[src/rtl/conv_axis_pkg.sv]
// Shared types and default widths for the conv output AXI4-Stream path.
// Holds the beat layout, the framer state encoding and default widths.
package conv_axis_pkg;

    localparam int unsigned DATA_WIDTH_DEF = 64;
    localparam int unsigned FIFO_DEPTH_DEF = 16;
    localparam int unsigned CNT_WIDTH_DEF  = 32;
    localparam int unsigned KEEP_WIDTH_DEF = DATA_WIDTH_DEF / 8;

    // Beat payload at default width; modules with other widths rebuild it locally
    typedef struct packed {
        logic [DATA_WIDTH_DEF-1:0] data;
        logic [KEEP_WIDTH_DEF-1:0] keep;
        logic                      last;
    } conv_beat_t;

    typedef enum logic [1:0] {
        ST_IDLE  = 2'd0,
        ST_RUN   = 2'd1,
        ST_DRAIN = 2'd2
    } framer_state_e;

    function automatic int unsigned beat_width(input int unsigned dw);
        return dw + (dw / 8) + 1;
    endfunction

endpackage

[src/rtl/axis_sync_fifo.sv]
// Single-clock FIFO with registered storage, full/empty flags and fill level.
// Head entry is presented on dout_o whenever the FIFO is not empty.
module axis_sync_fifo #(
    parameter int unsigned WIDTH = 73,
    parameter int unsigned DEPTH = 16
) (
    input  logic                         clk,
    input  logic                         rst_n,
    input  logic                         push_i,
    input  logic [WIDTH-1:0]             din_i,
    input  logic                         pop_i,
    output logic [WIDTH-1:0]             dout_o,
    output logic                         full_o,
    output logic                         empty_o,
    output logic [$clog2(DEPTH):0]       count_o
);

    localparam int unsigned AW = $clog2(DEPTH);
    localparam int unsigned CW = AW + 1;

    logic [WIDTH-1:0] mem_q [DEPTH];
    logic [AW-1:0]    wr_q, wr_d;
    logic [AW-1:0]    rd_q, rd_d;
    logic [CW-1:0]    cnt_q, cnt_d;
    logic             do_push, do_pop;

    assign full_o  = (cnt_q == CW'(DEPTH));
    assign empty_o = (cnt_q == '0);
    assign count_o = cnt_q;
    assign dout_o  = mem_q[rd_q];

    assign do_push = push_i && !full_o;
    assign do_pop  = pop_i && !empty_o;

    always_comb begin
        wr_d  = wr_q;
        rd_d  = rd_q;
        cnt_d = cnt_q + CW'(do_push) - CW'(do_pop);
        if (do_push) wr_d = wr_q + AW'(1);
        if (do_pop)  rd_d = rd_q + AW'(1);
    end

    // Storage is cleared on reset so the head output reads zero when idle
    always_ff @(posedge clk or negedge rst_n) begin
        if (!rst_n) begin
            for (int unsigned i = 0; i < DEPTH; i++) mem_q[AW'(i)] <= '0;
            wr_q  <= '0;
            rd_q  <= '0;
            cnt_q <= '0;
        end else begin
            if (do_push) mem_q[wr_q] <= din_i;
            wr_q  <= wr_d;
            rd_q  <= rd_d;
            cnt_q <= cnt_d;
        end
    end

endmodule

[src/rtl/conv_output_framer.sv]
// Frames the conv kernel output stream: buffers beats, counts them against a
// per-invocation beat count, regenerates tlast and flags upstream framing errors.
module conv_output_framer
    import conv_axis_pkg::*;
#(
    parameter int unsigned DATA_WIDTH = DATA_WIDTH_DEF,
    parameter int unsigned FIFO_DEPTH = FIFO_DEPTH_DEF,
    parameter int unsigned CNT_WIDTH  = CNT_WIDTH_DEF
) (
    input  logic                    ap_clk,
    input  logic                    ap_rst_n,
    input  logic                    start,
    input  logic [CNT_WIDTH-1:0]    cfg_out_beats,
    input  logic                    s_axis_tvalid,
    output logic                    s_axis_tready,
    input  logic [DATA_WIDTH-1:0]   s_axis_tdata,
    input  logic [DATA_WIDTH/8-1:0] s_axis_tkeep,
    input  logic                    s_axis_tlast,
    output logic                    m_axis_tvalid,
    input  logic                    m_axis_tready,
    output logic [DATA_WIDTH-1:0]   m_axis_tdata,
    output logic [DATA_WIDTH/8-1:0] m_axis_tkeep,
    output logic                    m_axis_tlast,
    output logic                    busy,
    output logic                    frame_done,
    output logic                    err_early_tlast,
    output logic                    err_late_tlast
);

    localparam int unsigned KEEP_WIDTH = DATA_WIDTH / 8;
    localparam int unsigned BEAT_WIDTH = beat_width(DATA_WIDTH);
    localparam int unsigned LVL_WIDTH  = $clog2(FIFO_DEPTH) + 1;

    typedef struct packed {
        logic [DATA_WIDTH-1:0] data;
        logic [KEEP_WIDTH-1:0] keep;
        logic                  last;
    } beat_t;

    framer_state_e        state_q, state_d;
    logic [CNT_WIDTH-1:0] n_q, n_d;
    logic [CNT_WIDTH-1:0] cnt_q, cnt_d;
    logic                 early_q, early_d;
    logic                 late_q, late_d;
    logic                 done_q, done_d;

    beat_t                push_beat, head_beat;
    logic                 fifo_full, fifo_empty;
    logic [LVL_WIDTH-1:0] fifo_level;
    logic                 accept, pop, is_last, tag_pop;

    assign s_axis_tready = (state_q == ST_RUN) && !fifo_full;
    assign accept        = s_axis_tvalid && s_axis_tready;
    assign m_axis_tvalid = !fifo_empty;
    assign pop           = m_axis_tvalid && m_axis_tready;
    // Compare against N-1 so the full counter range is usable without wrap
    assign is_last       = (cnt_q == n_q - CNT_WIDTH'(1));
    // In DRAIN nothing is pushed, so the tagged beat is the sole remaining entry
    assign tag_pop       = pop && head_beat.last && (fifo_level == LVL_WIDTH'(1));

    assign push_beat = '{data: s_axis_tdata, keep: s_axis_tkeep, last: is_last};

    axis_sync_fifo #(
        .WIDTH (BEAT_WIDTH),
        .DEPTH (FIFO_DEPTH)
    ) u_fifo (
        .clk     (ap_clk),
        .rst_n   (ap_rst_n),
        .push_i  (accept),
        .din_i   (push_beat),
        .pop_i   (pop),
        .dout_o  (head_beat),
        .full_o  (fifo_full),
        .empty_o (fifo_empty),
        .count_o (fifo_level)
    );

    assign m_axis_tdata    = head_beat.data;
    assign m_axis_tkeep    = head_beat.keep;
    assign m_axis_tlast    = head_beat.last;
    assign busy            = (state_q != ST_IDLE);
    assign frame_done      = done_q;
    assign err_early_tlast = early_q;
    assign err_late_tlast  = late_q;

    always_ff @(posedge ap_clk or negedge ap_rst_n) begin
        if (!ap_rst_n) begin
            state_q <= ST_IDLE;
            n_q     <= '0;
            cnt_q   <= '0;
            early_q <= 1'b0;
            late_q  <= 1'b0;
            done_q  <= 1'b0;
        end else begin
            state_q <= state_d;
            n_q     <= n_d;
            cnt_q   <= cnt_d;
            early_q <= early_d;
            late_q  <= late_d;
            done_q  <= done_d;
        end
    end

    always_comb begin
        state_d = state_q;
        case (state_q)
            ST_IDLE:  if (start && (cfg_out_beats != '0)) state_d = ST_RUN;
            ST_RUN:   if (accept && is_last)              state_d = ST_DRAIN;
            ST_DRAIN: if (tag_pop)                        state_d = ST_IDLE;
            default:                                      state_d = ST_IDLE;
        endcase
    end

    // Frame bookkeeping: beat count, sticky framing errors and the done pulse
    always_comb begin
        n_d     = n_q;
        cnt_d   = cnt_q;
        early_d = early_q;
        late_d  = late_q;
        done_d  = 1'b0;
        case (state_q)
            ST_IDLE: begin
                if (start) begin
                    if (cfg_out_beats == '0) begin
                        done_d = 1'b1;
                    end else begin
                        n_d     = cfg_out_beats;
                        cnt_d   = '0;
                        early_d = 1'b0;
                        late_d  = 1'b0;
                    end
                end
            end
            ST_RUN: begin
                if (accept) begin
                    cnt_d = cnt_q + CNT_WIDTH'(1);
                    if (s_axis_tlast && !is_last) early_d = 1'b1;
                    if (!s_axis_tlast && is_last) late_d  = 1'b1;
                end
            end
            ST_DRAIN: begin
                if (tag_pop) done_d = 1'b1;
            end
            default: ;
        endcase
    end

endmodule

[config.mk]
export PLATFORM = sky130hd
export DESIGN_NAME = conv_output_framer
export DESIGN_NICKNAME = d
export VERILOG_FILES = /design/src/rtl/conv_axis_pkg.sv /design/src/rtl/axis_sync_fifo.sv /design/src/rtl/conv_output_framer.sv
export SDC_FILE = /design/constraint.sdc
export NUM_CORES = 2
export LEC_CHECK = 0
export CAP_MARGIN = 20
export CORE_ASPECT_RATIO = 0.8
export CORE_UTILIZATION = 45
export DETAILED_ROUTE_END_ITERATION = 10
export GPL_TIMING_DRIVEN = 0
export HOLD_SLACK_MARGIN = 0.05
export RECOVER_POWER = 50
export SETUP_SLACK_MARGIN = 0.2
export SLEW_MARGIN = 20
export SYNTH_ARGS = -nofsm -noshare
export SYNTH_HDL_FRONTEND = slang
export SYNTH_SLANG_ARGS = --single-unit
[constraint.sdc]
create_clock -name ap_clk -period 4.07 [get_ports ap_clk]
set_input_delay 1.0175 -clock ap_clk [delete_from_list [all_inputs] [get_ports ap_clk]]
set_output_delay 1.0175 -clock ap_clk [all_outputs]
set_load 0.02 [all_outputs]
==> flow_summary_export.csv <==
group,metric,value,unit
logic_synthesis,synthTopCellsByCount,"dfrtp_1 (1250), mux2_2 (1159), mux4_2 (365)",
clocking,cts_tree,"done",
timing,finalHoldViolCount,0,
power,pwr_density_cell,855,nW/um^2
logic_synthesis,synth_edf_count,0,
clocking,hold_buffers,0,
clocking,clk_latency,0.77,ns
worst_hold_path,holdCritPathClass,"primary input to async pin",
critical_path,endpoint_kind,"primary output",
logic_synthesis,ys_warn_count,0,
global_route,grt_first_pass_wirelength,220000,um
critical_path,crit_start,"u_fifo.rd_q[0]",
critical_path,timing.rr.start,"state_q[1]",
logic_synthesis,yosysTopAreaCell,"dfrtp_1",
power,p_leak,29.0,nW
logic_synthesis,synth-seq-area-share,0.551,
critical_path,r2r-end,"u_fifo.mem_q[724]",
logic_synthesis,async_flop_share,1.00,
final_layout,utilization,0.533,
floorplan,fp.dieW,399,um
floorplan,io_pins,189,
route,first_pass_iters,5,
global_route,gr-total-overflow,0,
logic_synthesis,yosysTopAreaCellShare,0.551,
floorplan,row_count,116,
placement,dp_cells,5411,
route,drtAntennaViolNets,0,
logic_synthesis,yosys-top-cells-area,"dfrtp_1 (55%), mux2_2 (23%), mux4_2 (14%)",
route,dr_total_vias,32400,
placement,portBuffers,188,
logic_synthesis,syn_avg_cell_area,16.0,um^2
floorplan,die_h,320,um
critical_path,cp.required,3.05,ns
global_route,grt_max_degree,137,
global_route,grt_antenna_before_repair,3,
logic_synthesis,synth_cell_types,62,
clocking,htreeDepth,4,
logic_synthesis,synth_area,56700,um^2
critical_path,start_kind,"flop",
global_route,grt_pass1_vias,33700,
route,drc,0,
route,first_iter_violations,2014,
logic_synthesis,synth_most_common_cell,"dfrtp_1",
timing,fmax,230,MHz
final_layout,synthToLayoutAreaGrowth,17.5,%
route,vias_per_cell,5.70,
logic_synthesis,synthFlopType,"dfrtp_1",
timing,finalCritPeriodShare,1.07,
floorplan,coreArea,125000,um^2
status,violations,"max-capacitance violations, max-slew violations, negative setup slack",
placement,gp_congestion,0.822,
final_layout,fin_nets,4054,
clocking,clock_sinks,1250,
clocking,cts_buffer_depth,3,
floorplan,initial_core_util,0.454,
timing,setup_violations,72,
route,wl,144000,um
critical_path,crit_fanout,6,
final_layout,n_fill_cell,10300,
critical_path,regToRegSetupSlack,0.09,ns
job,drv_cap,5,
status,status,"complete, but fails checks",
critical_path,crit_type,"flop to primary output",
timing,skew,0.0254,ns
clocking,numCtsBuffers,133,
placement,dp_hpwl,95400,um
clocking,clk_pin_slew,0.06,ns
logic_synthesis,syn_nets,3679,
timing,min_period,4.34,ns
power,irDropWorstVdd,0.000531,V
logic_synthesis,ys_seq_elements,1250,
floorplan,die_area,128000,um^2
final_layout,stdcell_count,5682,
logic_synthesis,synthCells,3555,
timing,tightest_slew,3.08,ns
timing,slew_viol_final,649,
clocking,root_buffer,"clkbuf_16",
timing,relSlewSlack,-1.05,
critical_path,arrival,3.32,ns
timing,rsz0062_at_grt,"yes",
timing,worst_slack,-0.268,ns
final_layout,final_layout_size_suffix_gt1_frac,0.490,
global_route,track_usage,0.231,
critical_path,worst-r2r-cell-count,11,
route,wire_per_inst,25.3,um
through the flow:
step	cell area [um^2]	hold WS [ns]	setup WS, ns	setup TNS [ns]	power (mW)
2_1_floorplan	56700	0.436	0.223	0	35.7
3_3_place_gp	60700	0.454	-57.12	-	43.5
3_5_place_dp	61200	0.461	-1.80	-151.73	43.8
4_1_cts	66200	0.0934	-0.336	-17.79	56.6
5_1_grt	66600	0.104	-0.319	-31.15	59.9
6_report	66700	0.115	-0.268	-11.27	57.0
where the power goes:
group | switching [mW] | internal [mW]
clock | 5.03 | 6.97
combinational | 10.3 | 14.0
sequential | 2.64 | 18.1
sequential cells by signal (all words and copies together) (netlist names):
signal / count
state_q: 2
u_fifo.count_o: 5
n_q: 32
u_fifo.wr_q: 4
cnt_q: 32
u_fifo.mem_q: 1168
frame_done: 1
u_fifo.rd_q: 4
err_late_tlast: 1
err_early_tlast: 1
repair_timing:
action,in CTS,in global routing
pin swaps,0,1
setup endpoints to repair,87,116
hold endpoints to repair,0,0
cloned,6,10
setup buffers,13,7
gates resized for setup,574,108
routing by layer:
layer | up-vias | track usage | wire, um
li1 | 14000 | - | -
met1 | 17600 | 0.359 | 70000
met2 | 534 | 0.339 | 65000
met3 | 175 | 0.0380 | 6180
met4 | 0 | 0.0500 | 2460
met5 | - | 0 | 0
critical path: stages (launching register included):
cell and delay, ns:
dfrtp_1 0.40, buf_8 0.14, clkbuf_16 0.15, buf_16 0.16
clkbuf_16 0.17, buf_12 0.14, buf_12 0.13, buf_16 0.13
mux4_2 0.44, mux4_2 0.53, buf_6 0.16
logic make-up (layout without fill, tap and decap cells):
| family | count (synthesis) | in the layout | share of synthesized area |
|---|---|---|---|
| compound gates | 59 | 59 | 0.00679 |
| simple gates | 304 | 304 | 0.0279 |
| mux | 1537 | 1537 | 0.377 |
| other cells | 0 | 3 | 0 |
| flops | 1250 | 1250 | 0.551 |
| buf+inv | 315 | 787 | 0.0218 |
| fa+ha+maj | 14 | 14 | 0.00322 |
| xor+xnor | 76 | 76 | 0.0117 |
worst max path at each step:
| stage | to | depth (start not counted) |
|---|---|---|
| 2_1_floorplan | m_axis_tdata[0] | 6 |
| 3_3_place_gp | u_fifo.mem_q[775] | 1 |
| 3_5_place_dp | m_axis_tdata[43] | 8 |
| 4_1_cts | m_axis_tdata[61] | 10 |
| 5_1_grt | m_axis_tdata[61] | 10 |
| 6_report | m_axis_tdata[61] | 10 |
final cells by class:
cell class / instances / area [um^2] / area share
multi-input combinational: 1990 / 24300 / 0.364
timing repair buffer: 240 / 2890 / 0.0434
sequential: 1250 / 31300 / 0.469
clock inverter: 27 / 328 / 0.00492
inverter: 23 / 86.3 / 0.00130
tap: 1652 / 2070 / 0.0310
buffer: 292 / 1800 / 0.0270
clock buffer: 205 / 3930 / 0.0590
antenna: 3 / 7.51 / 0.000113
layout by cell type (no fill, tap or decap), drive strengths merged, types with 16 or more instances in the layout:
| cell type | n |
|---|---|
| mux4 | 365 |
| xnor2 | 42 |
| mux2 | 1169 |
| nor4 | 25 |
| clkinv | 16 |
| o21ai | 17 |
| buf | 176 |
| dfrtp | 1250 |
| clkbuf | 444 |
| nor2 | 42 |
| inv | 29 |
| clkdlybuf4s50 | 114 |
| xor2 | 34 |
| nand2 | 139 |
Power figures use the tool's default switching activity.
